===== src/rtl/pool_seq.sv =====
// pool_seq: address/strobe sequencer for 2x2 max-pooling of KERNELS feature
// maps, each IN_W x IN_W pixels, into IN_W/2 x IN_W/2 output maps.
//
// For every output pixel (window r,c of kernel k) the sequencer issues four
// reads (the 2x2 input window), one capture cycle, then one write. Each
// window takes exactly 6 cycles.
//
// Ports:
//   clk       - sole clock, rising edge
//   reset     - asynchronous, active-high reset
//   start     - request a full pooling run; sampled only in IDLE
//   busy      - high in READ, CAPT, WRITE, DONE
//   done      - one-cycle pulse after the last write
//   crd       - memory read strobe
//   caddr_rd  - read address (input map pixel)
//   cwr       - memory write strobe
//   caddr_wr  - write address (output map pixel)
//   csel      - bank select: 001/010 read kernel 0/1, 011/100 write kernel 0/1
//   en4mem    - one-hot capture enable for the window registers
//
// Strobe semantics: crd and cwr are single-cycle, fire-and-forget strobes
// with no back-pressure; the memory is assumed to accept every strobe in the
// cycle it is presented. crd and cwr are never high together, and csel is
// 000 whenever neither strobe is high.
module pool_seq #(
    parameter int KERNELS = 2,
    parameter int IN_W    = 64
) (
    input  logic        clk,
    input  logic        reset,
    input  logic        start,
    output logic        busy,
    output logic        done,
    output logic        crd,
    output logic [11:0] caddr_rd,
    output logic        cwr,
    output logic [11:0] caddr_wr,
    output logic [2:0]  csel,
    output logic [3:0]  en4mem
);

    localparam int OW     = IN_W / 2;
    localparam int CW     = (OW > 1) ? $clog2(OW) : 1;
    localparam int IW_LOG = $clog2(IN_W);
    localparam logic [CW-1:0] C_LAST = CW'(OW - 1);

    typedef enum logic [2:0] {
        S_IDLE  = 3'd0,
        S_READ  = 3'd1,
        S_CAPT  = 3'd2,
        S_WRITE = 3'd3,
        S_DONE  = 3'd4
    } state_t;

    state_t        state;
    logic          k;
    logic [CW-1:0] r;
    logic [CW-1:0] c;
    logic [1:0]    p;

    logic [11:0] rd_addr;
    logic [11:0] wr_addr;

    // Input row = 2r + p[1], input column = 2c + p[0]. IN_W is a power of two
    // and the column is always < IN_W, so the sum reduces to shift-and-OR.
    assign rd_addr = (12'({r, p[1]}) << IW_LOG) | 12'({c, p[0]});
    assign wr_addr = (12'(r) << (IW_LOG - 1)) | 12'(c);

    always_ff @(posedge clk or posedge reset) begin
        if (reset) begin
            state  <= S_IDLE;
            k      <= 1'b0;
            r      <= '0;
            c      <= '0;
            p      <= 2'd0;
            en4mem <= 4'b0000;
        end else begin
            // en4mem trails the read phase by one cycle: the captured data
            // for phase p is on cdata_rd the cycle after its read is issued.
            en4mem <= 4'b0000;
            case (state)
                S_IDLE: begin
                    if (start) begin
                        state <= S_READ;
                        k     <= 1'b0;
                        r     <= '0;
                        c     <= '0;
                        p     <= 2'd0;
                    end
                end
                S_READ: begin
                    en4mem <= 4'b0001 << p;
                    p      <= p + 2'd1;
                    if (p == 2'd3) begin
                        state <= S_CAPT;
                    end
                end
                S_CAPT: begin
                    state <= S_WRITE;
                end
                S_WRITE: begin
                    state <= S_READ;
                    if (c != C_LAST) begin
                        c <= c + 1'b1;
                    end else if (r != C_LAST) begin
                        c <= '0;
                        r <= r + 1'b1;
                    end else if ((KERNELS == 2) && !k) begin
                        k <= 1'b1;
                        r <= '0;
                        c <= '0;
                    end else begin
                        state <= S_DONE;
                    end
                end
                S_DONE: begin
                    state <= S_IDLE;
                end
                default: begin
                    state <= S_IDLE;
                end
            endcase
        end
    end

    // Strobes, addresses and flags decode from registered state/counters
    // only; start never reaches an output combinationally.
    always_comb begin
        busy     = (state != S_IDLE);
        done     = (state == S_DONE);
        crd      = (state == S_READ);
        cwr      = (state == S_WRITE);
        csel     = 3'b000;
        caddr_rd = 12'd0;
        caddr_wr = 12'd0;
        if (state == S_READ) begin
            csel     = k ? 3'b010 : 3'b001;
            caddr_rd = rd_addr;
        end
        if (state == S_WRITE) begin
            csel     = k ? 3'b100 : 3'b011;
            caddr_wr = wr_addr;
        end
    end

endmodule


===== config.mk =====
export PLATFORM = sky130hd
export DESIGN_NAME = pool_seq
export DESIGN_NICKNAME = d
export VERILOG_FILES = /design/src/rtl/pool_seq.sv
export SDC_FILE = /design/constraint.sdc
export NUM_CORES = 1
export LEC_CHECK = 0
export ABC_AREA = 1
export CORE_ASPECT_RATIO = 0.8
export CORE_MARGIN = 2
export CORE_UTILIZATION = 43
export CTS_BUF_LIST = sky130_fd_sc_hd__clkbuf_2
export DETAILED_ROUTE_END_ITERATION = 10
export PLACE_DENSITY = 0.78
export SKIP_CTS_REPAIR_TIMING = 1
export SYNTH_ARGS = -nofsm -noshare
export SYNTH_HDL_FRONTEND = slang
export SYNTH_SLANG_ARGS = --single-unit

===== constraint.sdc =====
create_clock -name clk -period 1.39 [get_ports clk]
set_input_delay 0.278 -clock clk [delete_from_list [all_inputs] [get_ports clk]]
set_output_delay 0.278 -clock clk [all_outputs]
set_load 0.02 [all_outputs]

# Word-level counts from Yosys, hierarchy flattened
# Cells that the tools add are included.
# W data, S select, Z words.
# word_totals
ff_bits,20
inputBits,3
output_inout_bits,35
# classes
addsub,3
eq_ne,13
shifts,1
mux,27
n_bitwise,2
reduce_logical,9
# op_table
cell,n
$mux W5,6
$mux W3,7
$pmux W5 S2,2
$mux W12,1
$or A12 B6 Y12,1
$pmux W3 S4,1
$add A5 B1 Y5 const B,2
$mux W10,1
$ne A5 B5 Y1 const B,2
$or A10 B5 Y10,1
$reduce_and A4 Y1,2
$eq A3 B2 Y1 const B,2
$mux W2,3
$ne A2 B2 Y1 const B,3
$mux W4,1
$ne A4 B2 Y1 const B,1
$pmux W2 S2,1
$reduce_and A2 Y1,2
$reduce_bool A2 Y1,2
$shl A1 B2 Y4 const A,1
$eq A3 B1 Y1 const B,1
$eq A3 B3 Y1 const B,1
$logic_not A3 Y1,1
$mux W1,3
other kinds (7),7

# Longest topological paths before layout
# depth
word_depth,4
ltp_mapped,10

# Least setup slack after synthesis
# OpenSTA, ideal clock, no wires.
# synth_timing
kind,reg2reg
start,register r[0]
end,register r[0]
setup_ns,0.117
arrival_ns,1.390
required_time_ns,1.273
path_slack_ns,-0.118
stages_incl_launch_ff,11
path_buffers,0
period_less_slack_ns,1.508
cell_sequence,dfrtp_1 ha_1 inv_1 nor3_1 ha_1 nand2_1 nand2_1 nor2_1 nor2_2 nand2_1 nand2_1
# synth_via
elab_chain_len,4
word_cells_on_any_way,7
cone_classes,1 x add/sub; 2 x eq/ne; 3 x mux; 1 x reduce/logical
# synth_rtl
element,line_no,text
start: declaration,57,logic [CW-1:0] r;
start signal: assignment,107,r <= r + 1'b1;
$add A5 B1 Y5 or $ne A5 B5 Y1 (tied branches),"107, 105",
$mux W5,105,end else if (r != C_LAST) begin
$mux W5,103,if (c != C_LAST) begin
$pmux W5 S2,81,case (state)
# Several ways; a longest one is shown, not always the timed one. The select of a mux whose other input is x is not followed.
# A chain may end at the register's enable or synchronous reset.

# Worst setup path after layout
# layout_timing
start,register state[1]
end,output caddr_wr[9]
# layout_via
elab_chain_len,2
# layout_rtl
element,line_no,text
start: declaration,55,state_t state;
start signal: assignment,71,state <= S_IDLE;
start signal: assignment,84,state <= S_READ;
start signal: assignment,95,state <= S_CAPT;
$eq A3 B2 Y1,140,if (state == S_WRITE) begin
$mux W10,140,
end: declaration,37,"output logic [11:0] caddr_wr,"
# Every way passes these cells.

==> reports/qor.yml <==
status:
  outcome: "complete, but fails checks"
  violations: "setup timing"
worst_setup_path:
  reg2reg_slack_ns: -0.29
  end_kind: "output pin"
  crit_required_ns: 1.11
  path_max_fanout: 13
  crit_arrival_ns: 1.46
  worst_setup_path_start_kind: "flop"
  path_class: "flop to output pin"
sta:
  hold_viol: 0
  tns_ns: -10.95
  fin_skew_ns: 0.002769
  slew_viol_final: 0
  finalCritPeriodShare_pct: 124.9
  layout_min_cycle_time_ns: 1.736
  finalSetupViolCount: 42
  fmax_mhz: 576.0
  rsz0062_at_grt: "yes"
  setup_ws_ns: -0.3462
clock_network:
  insertion_delay_ns: 0.36
  cts.clk_slew.worst_paths_ns: 0.22
  tritoncts: "yes"
  htree_num_levels: 1
  cts_max_path_buffers: 2
  clock-sinks: 20
  clock-root-buffer: "clkbuf_2"
  cts_made_buffers: 3
detailed_routing:
  vias_per_cell: 5.289
  routedWlPerCell_um: 16.54
  firstDrtPassIters: 4
  drt-initial-drc-count: 60
  drc_errors: 0
  drt_wl_total_um: 4582
  via_count: 1465
  postRouteAntennaNets: 0
place:
  place_inst: 269
  port-buffer-count: 35
  gp_congestion: 0.8921
  dp_hpwl_um: 2573
  dpl-instance-area_um2: 1948
logic_synthesis:
  ys_seq_area_share_pct: 40.69
  ys_ff_latch: 20
  syn_inst: 166
  synth.avg_cell_area_um2: 7.409
  synth_top_cell_area_share_pct: 40.69
  async_reset_ff_share_pct: 100.0
  syn_area_um2: 1230
  synthDistinctLibCells: 20
  synth-edff-count: 0
  yosys.area.top_type: "dfrtp_1"
  yosys_warnings: 0
  ys.flop_type: "dfrtp_1"
  netlist_top_cells_area: "dfrtp_1, nor2_1, nand2_1"
layout:
  final_area_um2: 2232
  nNetsFinal: 251
  stdcell_count: 277
  post-route-util_pct: 81.35
  drive_gt1_share_pct: 58.58
  area_growth_pct: 81.49
  antenna_cells: 0
floorplanning:
  ios: 38
  coreArea_um2: 2744
  dieHeight_um: 51.84
  die_x_um: 63.80
  start_util_pct: 44.82
  row_count: 17
  die-area_um2: 3307
grt:
  gr-total-overflow: 0
  track_usage_pct: 23.39
  grt_pass1_wl_um: 5934
  grt_pass1_vias: 1297
  antenna_found_initial: 0
  grt_max_degree: 21
power_and_ir_drop:
  powerDensity_nw_per_um2: 481.3
  p_leak_nw: 1.121
  finalPower_mw: 1.074
  irDropWorstVdd_uv: 643.4
worst_hold_path:
  holdCritPathClass: "primary input to async pin"
flow_run:
  drv_cap: 0
==> synthesized netlist by cell type, types with 4 or more instances <==
cell,count
nand3_1,12
dfrtp_1,20
nand2_2,4
inv_1,23
inv_2,4
o21ai_1,8
a21oi_1,4
nand4_1,4
ha_1,8
nand2_1,30
nor2_1,33
==> registers in the layout, indices dropped and copies added (netlist names) <==
signal  cells
c           5
r           5
en4mem      4
state       3
p           2
k           1
==> cell type report <==
| class | count | area [um2] |
|---|---|---|
| multi-input cells | 115 | 865.8 |
| flip-flops and latches | 20 | 501.7 |
| clock buffers | 3 | 15.01 |
| well taps | 38 | 47.55 |
| fillers | 153 | 511.7 |
| clock inverters | 1 | 30.03 |
| inverters | 27 | 103.9 |
| repair buffers | 73 | 668.1 |
==> cells in the final DEF, fill, tap and decap left out, types with 5 or more instances in the layout <==
master / instances
inv_1: 20
inv_2: 6
nor2_2: 20
nand3_1: 5
nand2_1: 25
buf_6: 20
nor2_1: 7
nor2_4: 7
nand3_2: 7
dfrtp_1: 19
o21ai_2: 5
buf_4: 43
nand2_2: 6
==> layer usage <==
| metal | vias to the layer above | track usage [%] | wire (um) |
|---|---|---|---|
| li1 | 659 | - | - |
| met1 | 701 | 28.83 | 1674 |
| met2 | 81 | 41.67 | 2424 |
| met3 | 24 | 3.463 | 285 |
| met4 | 0 | 9.058 | 197 |
| met5 | - | 0 | 0 |
==> worst max-delay path, stage by stage (launching register included) <==
cell and delay (ns):
dfrtp_1 0.44, buf_6 0.13, nand3_2 0.09, buf_12 0.17
nor2_2 0.13, buf_6 0.14
==> final timing paths <==
check	startpoint	end	cells past startpoint
setup / recovery	state[1]$_DFFE_PP0P_	caddr_wr[9]	5
hold / removal	reset	r[4]$_DFFE_PP0P_	3
setup reg to reg	c[1]$_DFFE_PP0P_	r[2]$_DFFE_PP0P_	10
hold reg to reg	c[1]$_DFFE_PP0P_	c[1]$_DFFE_PP0P_	2
max in group asynchronous	reset	state[0]$_DFFE_PP0P_	3
min in group clk	c[1]$_DFFE_PP0P_	c[1]$_DFFE_PP0P_	2
==> through the flow <==
stage,setup WS [ns],hold slack (ns)
6_report,-0.3462,0.2188
2_1_floorplan,-0.07741,0.2418
5_1_grt,-0.4207,0.2260
3_3_place_gp,-0.3235,0.5225
4_1_cts,-0.8187,0.2426
3_5_place_dp,-0.3812,0.5386
==> where the power goes <==
group	internal [mW]	switching (mW)	total [mW]
Sequential	0.583	0	0.583
Clock	0.248	0.217	0.465
Combinational	0.00743	0.0189	0.0263
Total	0.838	0.236	1.07
==> logic make-up after synthesis <==
family	Yosys count	share of synthesized area, %
AND/OR/NAND/NOR	93	35.10
buffers and inverters	32	10.88
flip-flops	20	40.69
AO/OA/AOI/OAI	12	4.883
adder cells (fa/ha/maj)	8	8.139
other	1	0.3049
(Power assumes the default switching activity.)
